### src/rtl/b2bcd_seq_ctrl.sv
// Sequential binary-to-BCD converter (shift-and-add-3), one iteration per clock.
// Optional macro B2BCD_NDIGITS_EN adds the ndig significant-digit count output.
module b2bcd_seq_ctrl #(
  parameter int WIDTH  = 8,
  parameter int DIGITS = 3
) (
  input  logic                             clk,
  input  logic                             rst,
  input  logic                             start,
  input  logic [WIDTH-1:0]                 inp,
  output logic                             busy,
  output logic                             done,
  output logic [4*DIGITS-1:0]              outp
`ifdef B2BCD_NDIGITS_EN
  ,
  output logic [$clog2(DIGITS+1)-1:0]      ndig
`endif
);

  localparam int CW = $clog2(WIDTH + 1);
  localparam int BW = 4 * DIGITS;
  localparam int NW = $clog2(DIGITS + 1);

  typedef enum logic {IDLE, CONV} state_t;

  state_t              state_reg;
  logic [BW-1:0]       bcd_reg;
  logic [WIDTH-1:0]    bin_reg;
  logic [CW-1:0]       cnt_reg;

  logic [BW-1:0]       bcd_adj;
  logic [BW+WIDTH-1:0] shifted;
  logic [BW-1:0]       bcd_shift;
  logic [WIDTH-1:0]    bin_shift;

  // Add-3 correction on every nibble in parallel, ahead of the shift.
  genvar gi;
  generate
    for (gi = 0; gi < DIGITS; gi++) begin : g_adj
      assign bcd_adj[4*gi +: 4] = (bcd_reg[4*gi +: 4] >= 4'd5) ?
                                  bcd_reg[4*gi +: 4] + 4'd3 :
                                  bcd_reg[4*gi +: 4];
    end
  endgenerate

  assign shifted   = {bcd_adj, bin_reg} << 1;
  assign bcd_shift = shifted[BW+WIDTH-1:WIDTH];
  assign bin_shift = shifted[WIDTH-1:0];

`ifdef B2BCD_NDIGITS_EN
  logic [NW-1:0] ndig_calc;

  // Highest non-zero nibble wins; a zero result still shows one digit.
  always_comb begin
    ndig_calc = NW'(1);
    for (int i = 0; i < DIGITS; i++) begin
      if (bcd_shift[4*i +: 4] != 4'd0) ndig_calc = NW'(i + 1);
    end
  end
`endif

  always_ff @(posedge clk or posedge rst) begin
    if (rst) begin
      state_reg <= IDLE;
      bcd_reg   <= '0;
      bin_reg   <= '0;
      cnt_reg   <= '0;
      busy      <= 1'b0;
      done      <= 1'b0;
      outp      <= '0;
`ifdef B2BCD_NDIGITS_EN
      ndig      <= '0;
`endif
    end else begin
      done <= 1'b0;
      case (state_reg)
        IDLE: begin
          if (start) begin
            bin_reg   <= inp;
            bcd_reg   <= '0;
            cnt_reg   <= CW'(WIDTH);
            busy      <= 1'b1;
            state_reg <= CONV;
          end
        end
        CONV: begin
          bcd_reg <= bcd_shift;
          bin_reg <= bin_shift;
          cnt_reg <= cnt_reg - CW'(1);
          if (cnt_reg == CW'(1)) begin
            outp      <= bcd_shift;
            done      <= 1'b1;
            busy      <= 1'b0;
            state_reg <= IDLE;
`ifdef B2BCD_NDIGITS_EN
            ndig      <= ndig_calc;
`endif
          end
        end
        default: state_reg <= IDLE;
      endcase
    end
  end

endmodule

### config.mk
export PLATFORM = sky130hd
export DESIGN_NAME = b2bcd_seq_ctrl
export DESIGN_NICKNAME = d
export VERILOG_FILES = /design/src/rtl/b2bcd_seq_ctrl.sv
export SDC_FILE = /design/constraint.sdc
export NUM_CORES = 1
export LEC_CHECK = 0
export ABC_AREA = 1
export BUFFER_PORTS_ARGS = -buffer_cell sky130_fd_sc_hd__clkbuf_2
export CAP_MARGIN = 10
export CORE_ASPECT_RATIO = 0.5
export CORE_MARGIN = 2
export CORE_UTILIZATION = 35
export DETAILED_ROUTE_END_ITERATION = 12
export GPL_TIMING_DRIVEN = 0
export PLACE_DENSITY = 0.52
export REMOVE_ABC_BUFFERS = 1
export SYNTH_ARGS = -nofsm -noshare
export SYNTH_HDL_FRONTEND = slang
export SYNTH_SLANG_ARGS = --single-unit
### constraint.sdc
create_clock -name clk -period 1.3 [get_ports clk]
set_clock_uncertainty 0.1 [all_clocks]
set_input_delay 0.26 -clock clk [delete_from_list [all_inputs] [get_ports clk]]
set_output_delay 0.26 -clock clk [all_outputs]
set_load 0.02 [all_outputs]
==> impl_metrics.csv <==
group,metric,value,unit
run_status,status,"finished, violations left",
run_status,violations,"setup timing",
logic_synthesis,yosysTopAreaCell,"dfrtp_1",
global_routing,grt_pass1_wl,7.08,mm
finish,drive_gt1_frac,0.354,
timing,setup-violations-final,1,
global_routing,antenna_found_initial,0,
place,io_buffer_count,24,
power,p_comb_frac,0.500,
place,hpwl,2.56,mm
timing,setup_slack,-0.00378,ns
power,ir_drop,796,µV
timing,worst_pin_slew,0.816,ns
routing,vias,1559,
critical_path,crit_type,"reg -> reg",
critical_path,cpPeakStageDelay,0.41,ns
critical_path,crit_path_cell_trace,"inv_2 > ha_4 > inv_2 > nand2_4 > nand4_1 > nand3_1 > nand2_1",
routing,antenna_left,0,
power,power_switching,0.00295,W
global_routing,grt_use_total,0.150,
place,gp_congestion,0.849,
cts,root_buffer,"clkbuf_8",
hold_path,hp-class,"in -> async",
cts,tritoncts,"yes",
global_routing,grt_max_degree,40,
cts,cts_buffers,5,
finish,layout_common_cells,"nand2_1 (65), dfrtp_1 (37), nand3_1 (24), clkbuf_2 (24), nand2_2 (14)",
timing,tns,-0.00378,ns
logic_synthesis,avgSynthCellArea,8.50,µm²
power,p_sw_frac,0.427,
floorplanning,start_util,0.371,
floorplanning,die_w,107,µm
global_routing,grt_overflow,0,
timing,slew_violations,0,
logic_synthesis,yosys_warnings,0,
place,dp_slack,-0.719,ns
routing,via_per_inst,4.72,
logic_synthesis,ys_seq_area_frac,0.522,
finish,layout_commonest_cell,"nand2_1",
floorplanning,row_count,18,
routing,wl,4.14,mm
finish,diodes,0,
cts,cts_buffer_depth,2,
power,p_leak,1.25,nW
power,p_int,0.00396,W
finish,fillerInstances,500,
power,seq_power_share,0.327,
finish,syn2layout_area_growth,33.1,%
critical_path,crit_slowest_cell,"dfrtp_1",
floorplanning,die-area,5980,µm²
finish,fin_nets,278,
timing,relSlewSlack,0.455,
cts,worstSkewPairLatency,0.29,ns
cts,cts.sinks,39,
logic_synthesis,yosysTopAreaCellShare,0.522,
routing,drc_errors,0,
timing,hold_violations,0,
floorplanning,dieHeight,55.7,µm
logic_synthesis,synth_seq_cells,39,
job,drv_cap,0,
power,clkPwrFrac,0.173,
timing,rsz0062_at_grt,"yes",
routing,wl_per_cell,12.6,µm
timing,fmax,0.767,GHz
routing,dr.pass1.iters,4,
timing,fin_crit,1.30,ns
floorplanning,core-area,5040,µm²
floorplanning,pin_count,25,
critical_path,worstPathArrival,1.39,ns
global_routing,grt_pass1_vias,1554,
logic_synthesis,ys_types,19,
logic_synthesis,synthCells,220,
critical_path,end_kind,"flop",
critical_path,cp_max_fo,4,
timing,timing.final.crit_share,1.00,
cts,cts_max_level,2,
critical_path,crit_path_frequent_cell,"inv_2",
logic_synthesis,netlist_top_cells_area,"dfrtp_1 (52%), nand2_1 (17%), nand3_1 (7.8%)",
critical_path,cp.required,1.38,ns
cts,clk_pin_slew,0.08,ns
critical_path,cp-start-kind,"flop",
logic_synthesis,netlist_area,1870,µm²
routing,drtIter0Drc,104,
power,p_per_area,2780,nW/µm²
routing by layer:
layer | share of wire | global-route usage | up-vias
li1 | - | - | 793
met1 | 0.49 | 0.199 | 735
met2 | 0.46 | 0.240 | 27
met3 | 0.035 | 0.0410 | 4
met4 | 0.011 | 0.0495 | 0
met5 | 0 | 0 | -
path summary, 6_finish.rpt:
path	slack, ns	endpoint	cells past startpoint	startpoint
max	-0.004	outp[1]	7	bcd_reg[1]
min	0.004	bcd_reg[1]	2	rst
max reg2reg	-0.004	outp[1]	7	bcd_reg[1]
min reg2reg	0.38	outp[1]	2	outp[1]
max in group asynchronous	0.51	state_reg	2	rst
min in group clk	0.08	bin_reg[1]	3	inp[1]
logic make-up (layout without fill, tap and decap cells):
family | after synthesis | after routing | share of synthesized area
flops | 39 | 39 | 0.522
fa+ha+maj | 8 | 8 | 0.0535
xor+xnor | 1 | 1 | 0.00469
simple gates | 124 | 124 | 0.288
compound gates | 18 | 18 | 0.0549
buf+inv | 30 | 70 | 0.0770
cells in the mapped netlist, drive strengths merged:
cell type,instances
a22o,1
buf,6
nor2,3
inv,24
xnor2,1
o22ai,5
o211ai,1
ha,8
nor3,1
nand2,84
dfrtp,39
nand3,29
nand4,7
o21ai,11
through the flow:
| step | power [W] | std cells | util | cell area [µm²] | hold WS (ns) |
|---|---|---|---|---|---|
| after detailed placement | 0.00474 | 308 | 0.401 | 2020 | 0.357 |
| final | 0.00692 | 330 | 0.493 | 2490 | 0.00373 |
| after global routing | 0.00751 | 330 | 0.493 | 2490 | 0.0771 |
| after global placement | 0.00466 | 308 | 0.401 | 2020 | 0.364 |
| after CTS | 0.00631 | 324 | 0.454 | 2290 | 0.0344 |
| after floorplan | 0.00403 | 214 | - | 1820 | 0.293 |
power by group through the flow:
| stage | Clock, W | Sequential (W) | Combinational [W] |
|---|---|---|---|
| floorplan | 0 | 0.00238 | 0.00165 |
| global placement | 0 | 0.00224 | 0.00243 |
| detailed placement | 0 | 0.00225 | 0.00249 |
| CTS | 0.00123 | 0.00219 | 0.00289 |
| global route | 0.00127 | 0.00234 | 0.00389 |
| finish | 0.00120 | 0.00226 | 0.00346 |
worst max-delay path, delay by kind of cell, from the launching register on:
kind / cells / cell delay (ns)
fa+ha+maj: 1 / 0.15
buf+inv: 2 / 0.17
flops: 1 / 0.41
simple gates: 4 / 0.37
cell type report:
type | instances | area, µm² | area share
Clock buffer | 6 | 72.6 | 0.0292
Clock inverter | 2 | 60.1 | 0.0241
Tap cell | 70 | 87.6 | 0.0352
Timing Repair Buffer | 38 | 241 | 0.0970
Multi-Input combinational cell | 151 | 931 | 0.374
Inverter | 24 | 115 | 0.0463
Sequential cell | 39 | 981 | 0.394
what timing repair did:
action / 4_1_cts / 5_1_grt
endpoints found under the setup margin: 39 / 30
gates resized for setup: 24 / 48
setup buffers: 8 / 6
hold buffers: 0 / 0
pin swaps: 2 / 18
(Power assumes the default switching activity.)
